$ cat config.mk
export PLATFORM = sky130hd
export DESIGN_NAME = rename_alloc
export DESIGN_NICKNAME = d
export VERILOG_FILES = /design/src/rtl/rename_alloc.sv
export SDC_FILE = /design/constraint.sdc
export NUM_CORES = 1
export LEC_CHECK = 0
export CORE_AREA = 2 2 253 380
export DETAILED_ROUTE_END_ITERATION = 10
export DIE_AREA = 0 0 255 382
export PLACE_DENSITY_LB_ADDON = 0.3
export SLEW_MARGIN = 10
export SYNTH_ARGS = -nofsm -noshare
export SYNTH_HDL_FRONTEND = slang
export SYNTH_SLANG_ARGS = --single-unit
export TNS_END_PERCENT = 50
$ cat constraint.sdc
create_clock -name clk -period 2.7 [get_ports clk]
set_clock_uncertainty 0.05 [all_clocks]
set_input_delay 0.54 -clock clk [delete_from_list [all_inputs] [get_ports clk]]
set_output_delay 0.54 -clock clk [all_outputs]
set_load 0.005 [all_outputs]
$ cat src/rtl/rename_alloc.sv
// Purpose: single-issue register rename between decode and dispatch, with free-list pop/push.
// Latency: 1 cycle from accept to out_valid; free-list pop and release push are combinational.
// Backpressure: in_ready drops on flush, on a held output (out_valid & !out_ready), or when a dest is needed and the free list is empty.
//
// Ports:
//   clk, reset                  clock, synchronous active-high reset
//   in_*                        decoded instruction (valid/ready), arch sources/dest
//   out_*                       renamed instruction (valid/ready), physical tags
//   fl_*                        physical free-list FIFO (combinational read head)
//   cm_*                        commit of one instruction (updates committed RAT, releases old tag)
//   sq_*                        squashed tag release (valid/ready)
//   flush                       one-cycle recovery pulse: speculative RAT <= committed RAT
//   err_overflow                sticky: a release was attempted while the free list was full
module rename_alloc #(
    parameter int ARCH_REG_NUM   = 32,
    parameter int ARCH_REG_WIDTH = 5,
    parameter int PHY_REG_WIDTH  = 6
) (
    input  logic                      clk,
    input  logic                      reset,
    // decode side
    input  logic                      in_valid,
    output logic                      in_ready,
    input  logic [ARCH_REG_WIDTH-1:0] in_rs1,
    input  logic [ARCH_REG_WIDTH-1:0] in_rs2,
    input  logic [ARCH_REG_WIDTH-1:0] in_rd,
    input  logic                      in_rd_wen,
    // dispatch side
    output logic                      out_valid,
    input  logic                      out_ready,
    output logic [PHY_REG_WIDTH-1:0]  out_prs1,
    output logic [PHY_REG_WIDTH-1:0]  out_prs2,
    output logic [PHY_REG_WIDTH-1:0]  out_prd,
    output logic [PHY_REG_WIDTH-1:0]  out_old_prd,
    output logic                      out_rd_wen,
    // free list
    output logic                      fl_rd_en,
    input  logic [PHY_REG_WIDTH-1:0]  fl_rdata,
    input  logic                      fl_empty,
    output logic                      fl_wr_en,
    output logic [PHY_REG_WIDTH-1:0]  fl_wdata,
    input  logic                      fl_full,
    // commit
    input  logic                      cm_valid,
    input  logic [ARCH_REG_WIDTH-1:0] cm_rd,
    input  logic [PHY_REG_WIDTH-1:0]  cm_prd,
    input  logic [PHY_REG_WIDTH-1:0]  cm_old_prd,
    input  logic                      cm_rd_wen,
    // squash release
    input  logic                      sq_valid,
    input  logic [PHY_REG_WIDTH-1:0]  sq_prd,
    output logic                      sq_ready,
    // recovery / status
    input  logic                      flush,
    output logic                      err_overflow
);

    // Speculative and committed map tables. Entry 0 is never written, so
    // x0 always maps to the hard-wired zero register p0.
    logic [PHY_REG_WIDTH-1:0] r_spec_rat [ARCH_REG_NUM];
    logic [PHY_REG_WIDTH-1:0] r_arch_rat [ARCH_REG_NUM];

    logic                     r_out_valid;
    logic [PHY_REG_WIDTH-1:0] r_out_prs1;
    logic [PHY_REG_WIDTH-1:0] r_out_prs2;
    logic [PHY_REG_WIDTH-1:0] r_out_prd;
    logic [PHY_REG_WIDTH-1:0] r_out_old_prd;
    logic                     r_out_rd_wen;
    logic                     r_err_overflow;

    logic w_need_dest;
    logic w_accept;
    logic w_alloc;
    logic w_commit_wr;
    logic w_commit_rel;
    logic w_squash_rel;
    logic w_release;

    // ------------------------------------------------------------------
    // Rename handshake
    // ------------------------------------------------------------------
    assign w_need_dest = in_rd_wen && (in_rd != '0);
    assign in_ready    = !flush && (!r_out_valid || out_ready) && (!w_need_dest || !fl_empty);
    assign w_accept    = in_valid && in_ready;
    assign w_alloc     = w_accept && w_need_dest;
    assign fl_rd_en    = w_alloc;

    // ------------------------------------------------------------------
    // Commit and release arbitration. Commit release wins; a squash
    // release waits (sq_ready low) while a commit release is present.
    // A squashed tag of 0 is accepted but never pushed, since p0 is
    // not a free-list member.
    // ------------------------------------------------------------------
    assign w_commit_wr  = cm_valid && cm_rd_wen && (cm_rd != '0);
    assign w_commit_rel = cm_valid && cm_rd_wen && (cm_old_prd != '0);
    assign w_squash_rel = !w_commit_rel && sq_valid && (sq_prd != '0);
    assign w_release    = w_commit_rel || w_squash_rel;

    assign sq_ready = !w_commit_rel;
    assign fl_wr_en = w_release && !fl_full;
    assign fl_wdata = w_commit_rel ? cm_old_prd : sq_prd;

    // ------------------------------------------------------------------
    // Committed RAT
    // ------------------------------------------------------------------
    always_ff @(posedge clk) begin
        if (reset) begin
            for (int i = 0; i < ARCH_REG_NUM; i++) begin
                r_arch_rat[i] <= '0;
            end
        end else if (w_commit_wr) begin
            r_arch_rat[cm_rd] <= cm_prd;
        end
    end

    // ------------------------------------------------------------------
    // Speculative RAT. On flush the copy must include a commit landing in
    // the same cycle, because r_arch_rat only picks it up at this edge.
    // Flush forces in_ready low, so there is no allocation to merge.
    // ------------------------------------------------------------------
    always_ff @(posedge clk) begin
        if (reset) begin
            for (int i = 0; i < ARCH_REG_NUM; i++) begin
                r_spec_rat[i] <= '0;
            end
        end else if (flush) begin
            for (int i = 0; i < ARCH_REG_NUM; i++) begin
                r_spec_rat[i] <= (w_commit_wr && (cm_rd == ARCH_REG_WIDTH'(i))) ? cm_prd : r_arch_rat[i];
            end
        end else if (w_alloc) begin
            r_spec_rat[in_rd] <= fl_rdata;
        end
    end

    // ------------------------------------------------------------------
    // Output register. The payload only changes on accept, so it stays
    // stable while the downstream stalls.
    // ------------------------------------------------------------------
    always_ff @(posedge clk) begin
        if (reset) begin
            r_out_valid   <= 1'b0;
            r_out_prs1    <= '0;
            r_out_prs2    <= '0;
            r_out_prd     <= '0;
            r_out_old_prd <= '0;
            r_out_rd_wen  <= 1'b0;
        end else begin
            if (w_accept) begin
                r_out_valid   <= 1'b1;
                r_out_prs1    <= r_spec_rat[in_rs1];
                r_out_prs2    <= r_spec_rat[in_rs2];
                r_out_prd     <= w_need_dest ? fl_rdata : '0;
                r_out_old_prd <= w_need_dest ? r_spec_rat[in_rd] : '0;
                r_out_rd_wen  <= w_need_dest;
            end else if (flush || out_ready) begin
                r_out_valid   <= 1'b0;
            end
        end
    end

    // ------------------------------------------------------------------
    // Sticky overflow flag: a release that had to be dropped.
    // ------------------------------------------------------------------
    always_ff @(posedge clk) begin
        if (reset) begin
            r_err_overflow <= 1'b0;
        end else if (w_release && fl_full) begin
            r_err_overflow <= 1'b1;
        end
    end

    assign out_valid    = r_out_valid;
    assign out_prs1     = r_out_prs1;
    assign out_prs2     = r_out_prs2;
    assign out_prd      = r_out_prd;
    assign out_old_prd  = r_out_old_prd;
    assign out_rd_wen   = r_out_rd_wen;
    assign err_overflow = r_err_overflow;

endmodule

**After elaboration in Yosys (flattened, before gate mapping)**

Memories as Yosys holds them, arrays and structs flattened. A register that Yosys moved wholly into a read port is not among the register bits.
Index checks and enable logic that the tools add are counted.

- Multiply operators: 0
- Divide/modulo/power cells: 0
- $lt $le $gt $ge: 0
- Multiplexer cells: 87
- Reductions and logical operators: 62
- Shift operators: 0
- Bitwise operators: 32
- Eq/ne operators: 31
- $add $sub $neg: 0

Operator list:

| kind | count |
|---|---|
| $mux W6 | 69 |
| $eq A5 B5 Y1 const B | 16 |
| $logic_and A1 B1 Y1 | 44 |
| $eq A5 B4 Y1 const B | 8 |
| $or A1 B1 Y1 | 32 |
| $eq A5 B3 Y1 const B | 4 |
| $mux W1 | 16 |
| $reduce_bool A6 Y1 | 2 |
| $reduce_or A6 Y1 | 2 |
| $eq A5 B2 Y1 const B | 2 |
| $mux W5 | 2 |
| $reduce_bool A5 Y1 | 2 |
| $logic_not A1 Y1 | 6 |
| $eq A5 B1 Y1 const B | 1 |
| $logic_not A5 Y1 | 1 |
| $logic_or A1 B1 Y1 | 4 |
| $reduce_bool A2 Y1 | 1 |

- Bits in registers: 15
- Latch bits: 0
- Input port bits: 55
- Word-level logic and storage cells: 219
- RAM bits: 384
- Memories: 2
- Output and inout bits: 37
- Memory bits (read-only): 0

Memories:

| name | words | bits a word | rd ports | clocked after Yosys merged registers in | wr ports | RTL line | text |
|---|---|---|---|---|---|---|---|
| r_arch_rat | 32 | 6 | 32 | 0 | 32 | 61 | `logic [PHY_REG_WIDTH-1:0] r_arch_rat [ARCH_REG_NUM];` |
| r_spec_rat | 32 | 6 | 3 | 2 | 32 | 60 | `logic [PHY_REG_WIDTH-1:0] r_spec_rat [ARCH_REG_NUM];` |

**Longest topological paths before layout**

Gate-level depths: netlist (run 1).

- Depth after elaboration: 13
- Gate-level depth with buffers: 9
- Gate-level depth less buffers: 5

**Worst setup path after synthesis (run 1)**

No wires, ideal clock.

- Kind: input-to-reg
- Start point: input in_rd[0]
- End point: memory r_spec_rat[15][0] (enable)
- Buffers on the path: 3
- Path slack: 214 ps
- Arrival: 2,079 ps
- Stages on the path: 6
- Setup time: 357 ps
- Path through: buf_2 -> buf_2 -> nand4_1 -> or2_1 -> buf_2 -> o21ai_1

RTL lines:

| what | RTL line | text |
|---|---|---|
| start, declared | 26 | `input logic [ARCH_REG_WIDTH-1:0] in_rd,` |
| end, declared | 60 |  |

**Worst setup path in the final report (run 1)**

- Start point: input in_rd[2]
- End point: output in_ready

- Cells in the longest elaborated chain, start to end: 5

RTL lines:

| what | RTL line | text |
|---|---|---|
| $reduce_bool A5 Y1 | 82 | `assign w_need_dest = in_rd_wen && (in_rd != '0);` |
| $logic_and A1 B1 Y1 | 82 |  |
| $logic_not A1 Y1 | 83 | `assign in_ready = !flush && (!r_out_valid \|\| out_ready) && (!w_need_dest \|\| !fl_empty);` |
| $logic_or A1 B1 Y1 | 83 |  |
| $logic_and A1 B1 Y1 | 83 |  |
| end, declared | 23 | `output logic in_ready,` |

No other way between the ends.

==> metrics, run 1 <==
number of standard-cell rows in the floorplan=138; Final Instance Area=0.02948 mm^2; Worst Hold Class=reg -> reg; period utilisation layout=98.17%; cell internal power dissipation=12240 uW; highest net fanout along the worst path=3; number of DRC markers after the initial detailed-route iteration=1736; proportion of register bits with asynchronous set or reset after synthesis=0%; post-synth design cell area=0.02334 mm^2; CP Class=in -> out; average vias per placed instance=5.124; sequential cell area=0.01207 mm^2; Core Box Area=0.09410 mm^2; number of cells on the worst reg-to-reg path=5; Die H=382 um; number of iterations in the first detailed-routing pass=6; maximum number of pins on one net before global-route repair=57; first-pass GRT wire length=127.8 mm; routed length on met1=34.76 mm; reported net switching power=4387 uW; Routability Congestion=0.9441; mean cell area of the mapped netlist=12.61 um^2; num ports=92; endpoint type of the worst setup path=primary output; effective utilization at floorplan=24.80%; initial antenna violation count=5; die width=255 um; number of cells in the finished layout apart from fillers=3426; met3 routed wirelength=5.305 mm; dominant synthesized flop cell=sky130_fd_sc_hd__edfxtp_1; CTS H-tree depth=2; startpoint of the worst-slack reg-to-reg timing path=r_spec_rat[10][0]$_DFFE_PP_; number of buffers on the longest clock path=3; number of enable flip-flop cells after synthesis=384; GRT Total Usage=18.31%; portion of total power attributed to combinational logic=14.2%; relative contribution of sequential cells to total power=46.6%; DR top layer=met5; layout-stage area growth over the synthesis result=26.31%; Max Cap Viol=0; worst-skew pair later-pin latency=0.61 ns; clock tree from TritonCTS=built; timing-limited maximum frequency=377.3 MHz; Seq/Total Area, Yosys=51.73%; clock-pin slew on the worst setup and hold paths=0.06 ns; Critical Path Source Type=input pin; setup repair after global routing missed its margin=yes; fin crit period=2.651 ns; VDD IR-drop max=0.0004634 V; Final Hold Fails=0; number of cells produced by synthesis=1851; flip-flop and latch count after synthesis=411; count of vias placed by the detailed router=17550; ranking of synthesized cells by area=sky130_fd_sc_hd__edfxtp_1 (49%), sky130_fd_sc_hd__mux4_2 (11%), sky130_fd_sc_hd__mux2i_1 (6.9%); highest-count cells in the layout ignoring fill and taps=sky130_fd_sc_hd__edfxtp_1 (384), sky130_fd_sc_hd__buf_4 (269), sky130_fd_sc_hd__and2_1 (201); LEAKAGE=0.01082 uW; Worst Tran Pin Value=0.8460 ns; count of synthesis-stage warnings from yosys=0; power after layout=16630 uW; area occupied by multi-input gates=0.01041 mm^2; commonest non-fill, non-tap cell in the layout=sky130_fd_sc_hd__edfxtp_1; clock tree root driver cell=sky130_fd_sc_hd__clkbuf_16; reg-to-reg setup timing slack=0.59 ns; post-route antenna net violation count=0; layout filler cell count=9371; global route total overflow=0; final number of setup-violating endpoints=0; placed wire-length estimate after detailed placement=68.71 mm; total count of max-transition violations in the final report=0; hold-critical path depth=2; area of placed instances=0.02788 mm^2; average routed wire per standard cell=26.30 um; number of distinct standard cells referenced by the synthesized netlist=59; Crit Reg-Reg Endpoint=out_prs2[0]$_SDFFE_PP0P_; DRC errors left=0; status=completed; fraction of layout cells with a size suffix above 1=25.01%; CP arrival=2.06 ns; Placed Cells incl. Taps=3337; hold path startpoint=out_prs2[0]$_SDFFE_PP0P_; area share of the largest cell type after synthesis=49.41%; total CTS buffers=46; final-layout setup total negative slack=0 ns; area enclosed by the die boundary=0.09741 mm^2; hold endpoint=out_prs2[0]$_SDFFE_PP0P_; Sinks on Clock Net=411; ratio of total power to cell area=564.2 mW/mm^2; met2 layer wire length in the routed design=44.47 mm; Crit path required time=2.11 ns; switching power share of the total=26.38%; Routed WL=90.10 mm; final layout net count=2182; IO buf count=91; Clk pwr share=39.2%; via count of the first global-routing pass=17870; Slew HR=43.60%; leading area contributor after synthesis=sky130_fd_sc_hd__edfxtp_1
-- per-layer routing --
layer | global-route usage (%) | up-vias
li1 | - | 7773
met1 | 22.12 | 8781
met2 | 31.38 | 803
met3 | 2.094 | 191
met4 | 10.43 | 6
met5 | 0 | -
-- worst max path at each step --
stage / from / to / slack (ns) / depth (start not counted)
3_5_place_dp: flush / r_spec_rat[27][2]$_DFFE_PP_ / -0.31 / 10
3_3_place_gp: cm_valid / fl_wdata[1] / -0.32 / 6
2_1_floorplan: in_rd[0] / r_spec_rat[15][0]$_DFFE_PP_ / 0.21 / 6
4_1_cts: cm_old_prd[0] / fl_wdata[3] / 0.03 / 8
6_report: in_rd[2] / in_ready / 0.05 / 5
5_1_grt: cm_old_prd[5] / fl_wdata[0] / -0.01 / 7
-- repair_timing --
| item | in CTS | in global routing |
|---|---|---|
| endpoints found under the hold margin | 0 | 0 |
| resized for setup | 19 | 4 |
| buffers inserted | 2 | 0 |
| endpoints found under the setup margin | 10 | 5 |
| pin swaps | 5 | 0 |
| hold buffers | 0 | 0 |
-- state kept, by name, indices dropped and copies added (netlist names) --
signal,cells
out_old_prd,6
r_arch_rat,192
out_prs2,6
out_prs1,6
out_valid,1
out_prd,6
r_spec_rat,192
err_overflow,1
out_rd_wen,1
-- power by group through the flow --
stage	logic, uW	registers, uW	clock network (uW)
floorplan	1220	7650	0
global placement	2350	7850	0
detailed placement	2360	7870	0
CTS	2370	7740	6630
global route	2480	7770	6830
finish	2370	7750	6510
-- through the flow --
| step | utilization, % | setup WS (ns) | hold WS, ns |
|---|---|---|---|
| finish | 31.32 | 0.04941 | 0.4246 |
| detailed placement | 29.62 | -0.3066 | 0.4057 |
| global placement | 29.62 | -0.3162 | 0.4019 |
| global route | 31.32 | -0.01035 | 0.4418 |
| floorplan | - | 0.2141 | 0.3982 |
| CTS | 31.31 | 0.02552 | 0.4190 |
-- kinds of logic after synthesis --
family / count (synthesis) / share of synthesized area (%)
multiplexers: 287 / 19.08
AND/OR/NAND/NOR: 517 / 11.70
flip-flops: 411 / 51.73
other: 1 / 0.01607
buffers and inverters: 203 / 3.967
AO/OA/AOI/OAI: 432 / 13.52
-- synthesized netlist by cell type (3+ instances only) --
master,instances
sky130_fd_sc_hd__a211oi_2,3
sky130_fd_sc_hd__a21oi_1,34
sky130_fd_sc_hd__a221o_1,4
sky130_fd_sc_hd__a221oi_1,31
sky130_fd_sc_hd__a221oi_2,3
sky130_fd_sc_hd__a22o_1,3
sky130_fd_sc_hd__a22oi_1,103
sky130_fd_sc_hd__a311oi_1,4
sky130_fd_sc_hd__and2_1,202
sky130_fd_sc_hd__and3_1,6
sky130_fd_sc_hd__buf_1,14
sky130_fd_sc_hd__buf_12,4
sky130_fd_sc_hd__buf_2,24
sky130_fd_sc_hd__buf_4,8
sky130_fd_sc_hd__buf_6,5
sky130_fd_sc_hd__clkbuf_1,124
sky130_fd_sc_hd__dfxtp_1,27
sky130_fd_sc_hd__edfxtp_1,384
sky130_fd_sc_hd__inv_1,22
sky130_fd_sc_hd__mux2_2,4
sky130_fd_sc_hd__mux2i_1,160
sky130_fd_sc_hd__mux4_1,8
sky130_fd_sc_hd__mux4_2,113
sky130_fd_sc_hd__nand2_1,126
sky130_fd_sc_hd__nand2b_1,18
sky130_fd_sc_hd__nand3_1,7
sky130_fd_sc_hd__nand3b_1,9
sky130_fd_sc_hd__nor2_1,72
sky130_fd_sc_hd__nor2_2,4
sky130_fd_sc_hd__nor2b_1,9
sky130_fd_sc_hd__nor3_1,33
sky130_fd_sc_hd__nor4_1,3
sky130_fd_sc_hd__o2111a_1,6
sky130_fd_sc_hd__o21ai_1,116
sky130_fd_sc_hd__o221ai_1,5
sky130_fd_sc_hd__o2bb2ai_1,108
sky130_fd_sc_hd__o32a_1,3
sky130_fd_sc_hd__or2_1,7
sky130_fd_sc_hd__or2_2,4
sky130_fd_sc_hd__or3_1,5
sky130_fd_sc_hd__or3b_1,3
-- area by class of cell --
| cell class | instances | share of cell area, % |
|---|---|---|
| Inverter | 23 | 0.2929 |
| Timing Repair Buffer | 403 | 12.81 |
| Clock inverter | 27 | 1.129 |
| Sequential cell | 411 | 40.95 |
| Tap cell | 1260 | 5.348 |
| Antenna cell | 3 | 0.02547 |
| Multi-Input combinational cell | 1242 | 35.32 |
| Clock buffer | 57 | 4.117 |
-- worst max-delay path, stage by stage --
cell                              delay (ns)
sky130_fd_sc_hd__clkdlybuf4s50_1        0.43
sky130_fd_sc_hd__or3_4                  0.44
sky130_fd_sc_hd__o311ai_4               0.28
sky130_fd_sc_hd__and2_1                 0.16
sky130_fd_sc_hd__dlygate4sd2_1          0.22
Power figures use the tool's default switching activity.
==> inputs of run 2 (changes only) <==
--- a/config.mk
+++ b/config.mk
@@ -9,6 +9,7 @@
 export DETAILED_ROUTE_END_ITERATION = 10
 export DIE_AREA = 0 0 255 382
 export PLACE_DENSITY_LB_ADDON = 0.3
+export SKIP_LAST_GASP = 1
 export SLEW_MARGIN = 10
 export SYNTH_ARGS = -nofsm -noshare
 export SYNTH_HDL_FRONTEND = slang
==> metrics, run 2 (same netlist as run 1, synthesis figures left out) <==
number of iterations in the first detailed-routing pass=6 (unchanged); final number of setup-violating endpoints=0 (unchanged); commonest non-fill, non-tap cell in the layout=sky130_fd_sc_hd__edfxtp_1; hold-fix buffer count after cts=0 (unchanged); Worst Hold Class=reg -> reg; cell type of the slowest stage on the worst timing path=sky130_fd_sc_hd__clkdlybuf4s50_1; fraction of layout cells with a size suffix above 1=25.05% (+0.035 points); slowest stage delay, CP=0.51 ns (+0.07 ns); number of standard-cell rows in the floorplan=138 (unchanged); Worst Tran Pin Value=0.8410 ns (-0.004977 ns); Sinks on Clock Net=411 (unchanged); placed wire-length estimate after detailed placement=68.71 mm (unchanged); clock-pin slew on the worst setup and hold paths=0.06 ns (about the same); VDD IR-drop max=0.0004608 V (-0.56%); Placed Cells incl. Taps=3337 (unchanged); ratio of total power to cell area=564.1 mW/mm^2 (about the same); average vias per placed instance=5.127 (about the same); Max Cap Viol=0 (unchanged); effective utilization at floorplan=24.80% (unchanged); setup repair after global routing missed its margin=yes; layout-stage area growth over the synthesis result=26.32% (about the same); first-pass GRT wire length=127.8 mm (unchanged); Core Box Area=0.09410 mm^2 (unchanged); num ports=92 (unchanged); final-layout setup total negative slack=0 ns (unchanged); final layout net count=2183 (+0.046%); clock tree from TritonCTS=built; total CTS buffers=46 (unchanged); Die H=382 um (unchanged); layout filler cell count=9368 (-0.032%); average routed wire per standard cell=26.29 um (about the same); worst-skew pair later-pin latency=0.61 ns (about the same); maximum number of pins on one net before global-route repair=57 (unchanged); period utilisation layout=99.30% (+1.1 points); via count of the first global-routing pass=17870 (unchanged); CP top delay family=buffers and inverters; Final Hold Fails=0 (unchanged); total count of max-transition violations in the final report=0 (unchanged); die width=255 um (unchanged); IO buf count=91 (unchanged); Crit path required time=2.11 ns (about the same); Routed WL=90.08 mm (about the same); largest registers ranked by flip-flop count=r_arch_rat: 192 flops, r_spec_rat: 192 flops; CP arrival=2.09 ns (+0.03 ns); LEAKAGE=0.01081 uW (-0.11%); timing-limited maximum frequency=373.0 MHz (-1.1%); WP buf/inv=4 (+2); GRT Total Usage=18.31% (unchanged); number of cells in the finished layout apart from fillers=3426 (unchanged); Critical Path Source Type=input pin; post-route antenna net violation count=0 (unchanged); number of DRC markers after the initial detailed-route iteration=1669 (-3.9%); highest net fanout along the worst path=5 (+2); initial antenna violation count=5 (unchanged); clock tree root driver cell=sky130_fd_sc_hd__clkbuf_16; CP Class=in -> out; CTS H-tree depth=2 (unchanged); power after layout=16630 uW (about the same); number of buffers on the longest clock path=3 (unchanged); endpoint type of the worst setup path=primary output; cells traversed along the worst timing path=clkdlybuf4s50_1 > nor4_2 > a21oi_1 > buf_4 > inv_1 > nand2_1 > nand2_1 > clkdlybuf4s50_1; DRC errors left=0 (unchanged); count of vias placed by the detailed router=17560 (+0.057%); area enclosed by the die boundary=0.09741 mm^2 (unchanged); highest-count cells in the layout ignoring fill and taps=sky130_fd_sc_hd__edfxtp_1 (384), sky130_fd_sc_hd__buf_4 (270), sky130_fd_sc_hd__and2_1 (201); status=completed; Slew HR=43.93% (+0.33 points); fin crit period=2.681 ns (+0.03057 ns); global route total overflow=0 (unchanged); Routability Congestion=0.9441 (unchanged)
[run 2: changes by cell type in the layout (fill, tap and decap cells not counted), sizes merged]
| cell | before | now |
|---|---|---|
| clkdlybuf4s50 | 61 | 65 |
| dlygate4sd2 | 12 | 10 |
| dlymetal6s2s | 4 | 2 |
| buf | 326 | 327 |
| diode | 3 | 2 |
[run 2: through the flow]
stage	hold WS, ns	cell area, um^2	setup WS (ns)	utilization, %
final	0.4192	29480	0.01884	31.33
after global routing	0.4418	29480	-0.09482	31.33
after CTS	0.4190	29460	-0.1788	31.31
after detailed placement	0.4057	27880	-0.3066	29.62
after global placement	0.4019	27880	-0.3162	29.62
after floorplan	0.3982	23360	0.2141	-
[run 2: cell type report]
type,count,area [um^2],share of cell area (%)
Clock inverter,27,332.8,1.129
Sequential cell,411,12070,40.95
Antenna cell,2,5.005,0.01698
Multi-Input combinational cell,1242,10410,35.32
Timing Repair Buffer,404,3781,12.83
Inverter,23,86.33,0.2929
Clock buffer,57,1214,4.117
Tap cell,1260,1577,5.348
[run 2: what timing repair did]
action,in CTS,in global routing
endpoints found under the setup margin,10,7
cloned,0,0
resized for setup,17,2
setup buffers,2,1
pin swaps,5,0
hold endpoints to repair,0,0
[run 2: layer usage]
layer / track usage [%] / wire (um) / part of all wire, %
met5: 0 / 40 / 0.044
met4: 10.43 / 5617 / 6.2
met3: 2.094 / 5100 / 5.7
met2: 31.38 / 44310 / 49
met1: 22.12 / 35020 / 39
[run 2: worst reg2reg max path, cell delays in order, from the launching register on]
cell and delay (ns):
sky130_fd_sc_hd__edfxtp_1 0.46, sky130_fd_sc_hd__mux4_1 0.60, sky130_fd_sc_hd__mux4_2 0.49, sky130_fd_sc_hd__nor2_1 0.17, sky130_fd_sc_hd__or3_1 0.13, sky130_fd_sc_hd__a21oi_1 0.05
[run 2: final timing paths]
check	startpoint	to	slack, ns	cells after the start
setup / recovery	cm_old_prd[0]	fl_wdata[2]	0.02	8
hold / removal	out_prs2[0]$_SDFFE_PP0P_	out_prs2[0]$_SDFFE_PP0P_	0.42	2
setup reg to reg	r_spec_rat[10][0]$_DFFE_PP_	out_prs2[0]$_SDFFE_PP0P_	0.59	5
hold reg to reg	out_prs2[0]$_SDFFE_PP0P_	out_prs2[0]$_SDFFE_PP0P_	0.42	2
[run 2: power by group]
part | total (uW) | switching [uW] | leakage (uW) | internal (uW)
Clock | 6510 | 2710 | 0.000734 | 3800
Combinational | 2370 | 1320 | 0.00593 | 1050
Sequential | 7750 | 353 | 0.00414 | 7400
==> inputs of run 3 (changes only) <==
--- a/config.mk
+++ b/config.mk
@@ -5,9 +5,10 @@
 export SDC_FILE = /design/constraint.sdc
 export NUM_CORES = 1
 export LEC_CHECK = 0
-export CORE_AREA = 2 2 253 380
+export CORE_AREA = 10 10 261 388
 export DETAILED_ROUTE_END_ITERATION = 10
-export DIE_AREA = 0 0 255 382
+export DIE_AREA = 0 0 271 398
+export MAX_ROUTING_LAYER = met4
 export PLACE_DENSITY_LB_ADDON = 0.3
 export SKIP_LAST_GASP = 1
 export SLEW_MARGIN = 10
==> metrics, run 3 (same netlist as run 1, synthesis figures left out) <==
status=finished, violations left; violations in the final reports=negative setup slack; Sinks on Clock Net=411 (unchanged); GRT Total Usage=16.94% (-1.4 points); number of buffers on the longest clock path=3 (unchanged); met3 routed wirelength=4.648 mm (-8.9%); Slew HR=29.25% (-15 points); final-layout setup total negative slack=-0.2051 ns (-0.2051 ns); met2 layer wire length in the routed design=44.78 mm (+1.1%); area enclosed by the die boundary=0.1079 mm^2 (+11%); Core Box Area=0.09410 mm^2 (unchanged); clock tree from TritonCTS=built; highest-count cells in the layout ignoring fill and taps=sky130_fd_sc_hd__edfxtp_1 (384), sky130_fd_sc_hd__buf_4 (244), sky130_fd_sc_hd__and2_1 (201); IO buf count=91 (unchanged); count of vias placed by the detailed router=17260 (-1.8%); Crit path required time=2.11 ns (about the same); fin crit period=2.790 ns (+0.1086 ns); die width=271 um (+6.3%); Final Instance Area=0.02913 mm^2 (-1.2%); endpoint type of the worst setup path=primary output; CP arrival=2.20 ns (+0.11 ns); average routed wire per standard cell=26.74 um (+1.7%); initial antenna violation count=4 (-1); final layout net count=2152 (-1.4%); ratio of total power to cell area=555.0 mW/mm^2 (-1.6%); post-route antenna net violation count=0 (unchanged); final critical-path setup slack=-0.08973 ns (-0.1086 ns); Max Cap Viol=0 (unchanged); largest registers ranked by flip-flop count=r_arch_rat: 192 flops, r_spec_rat: 192 flops; crit-path most repeated cell=sky130_fd_sc_hd__buf_4; commonest non-fill, non-tap cell in the layout=sky130_fd_sc_hd__edfxtp_1; Die H=398 um (+4.2%); setup repair after global routing missed its margin=yes; worst-skew pair later-pin latency=0.60 ns (about the same); timing-limited maximum frequency=358.5 MHz (-3.9%); number of iterations in the first detailed-routing pass=6 (unchanged); number of DRC markers after the initial detailed-route iteration=1731 (+3.7%); area of placed instances=0.02762 mm^2 (-0.92%); cells traversed along the worst timing path=clkdlybuf4s50_1 > nor4_2 > a21oi_1 > buf_4 > buf_4 > mux2_2 > dlygate4sd2_1; maximum number of pins on one net before global-route repair=61 (+7.0%); slowest stage delay, CP=0.45 ns (-0.06 ns); VDD IR-drop max=0.0005396 V (+17%); num ports=92 (unchanged); Final Hold Fails=0 (unchanged); final number of setup-violating endpoints=3 (+3); via count of the first global-routing pass=17600 (-1.5%); Routability Congestion=0.9545 (+1.1%); clock-pin slew on the worst setup and hold paths=0.06 ns (about the same); fraction of layout cells with a size suffix above 1=23.92% (-1.1 points); DRC errors left=0 (unchanged); Worst Tran Pin Value=1.053 ns (+0.2122 ns); hold-fix buffer count after cts=0 (unchanged); Critical Path Source Type=input pin; period utilisation layout=103.3% (+4.0 points); layout-stage area growth over the synthesis result=24.83%; CTS H-tree depth=2 (unchanged); first-pass GRT wire length=129.1 mm (+1.0%); cell type of the slowest stage on the worst timing path=sky130_fd_sc_hd__clkdlybuf4s50_1; global route total overflow=0 (unchanged); highest net fanout along the worst path=5 (unchanged); placed wire-length estimate after detailed placement=68.15 mm (-0.82%); total CTS buffers=44 (-4.3%); Routed WL=90.79 mm (+0.78%); Fin Hold WS=0.4263 ns (+0.007136 ns); DR top layer=met4; routed length on met1=35.57 mm (+1.6%); effective utilization at floorplan=24.80% (unchanged); total count of max-transition violations in the final report=0 (unchanged); clock tree root driver cell=sky130_fd_sc_hd__clkbuf_16; CP Class=in -> out; LEAKAGE=0.01065 uW (-1.5%); Worst Hold Class=reg -> reg; number of standard-cell rows in the floorplan=138 (unchanged); average vias per placed instance=5.082 (-0.86%)
run 3: cell count changes in the layout (fill, tap and decap cells not counted), sizes merged, moves of 3 or more:
cell	delta
clkinvlp	-4
clkbuf	-4
inv	+3
clkinv	+4
buf	-29
dlymetal6s2s	+4
dlygate4sd2	-3
run 3: final timing paths:
check,to,depth (start not counted),from,slack [ns]
worst max-delay path,fl_wdata[1],7,cm_old_prd[3],-0.09
worst min-delay path,out_old_prd[0]$_SDFFE_PP0P_,1,out_old_prd[0]$_SDFFE_PP0P_,0.43
worst max register to register,out_prs2[4]$_SDFFE_PP0P_,5,r_spec_rat[1][4]$_DFFE_PP_,0.49
worst min register to register,out_old_prd[0]$_SDFFE_PP0P_,1,out_old_prd[0]$_SDFFE_PP0P_,0.43
run 3: power breakdown:
part	total [uW]	switching, uW	internal [uW]
sequential	7750	355	7400
clock	6100	2660	3440
combinational	2310	1300	1010
run 3: per-layer routing:
metal  vias to the layer above  global-route usage, %
met5                         -                      -
met4                         0                  9.864
met3                       182                  1.986
met2                       738                  28.36
met1                      8616                  19.45
li1                       7719                      -
run 3: area by class of cell:
cell class | instances | area, um^2
clock inverters | 28 | 300.3
diodes | 3 | 7.507
flip-flops and latches | 411 | 12070
well taps | 1260 | 1577
inverters | 23 | 86.33
multi-input cells | 1242 | 10420
fillers | 9377 | 64970
repair buffers | 375 | 3540
clock buffers | 53 | 1135
run 3: timing repair:
| action | in CTS | in global routing |
|---|---|---|
| endpoints found under the setup margin | 10 | 11 |
| resized for setup | 11 | 10 |
| buffers inserted | 0 | 3 |
| pin swaps | 2 | 3 |
run 3: through the flow:
step / std cells / power (uW) / util (%) / worst slack [ns]
CTS: 3389 / 16300 / 30.89 / -0.1827
global placement: 3308 / 10160 / 29.35 / -0.4966
floorplan: 1856 / 8878 / - / 0.2141
detailed placement: 3308 / 10180 / 29.35 / -0.4886
finish: 3395 / 16170 / 30.96 / -0.08973
global route: 3395 / 16680 / 30.96 / -0.1678
run 3: critical path: cells and delay by family:
kind            cells  cell delay [ns]
buf+inv             4             1.01
compound gates      1             0.10
simple gates        1             0.28
mux                 1             0.26
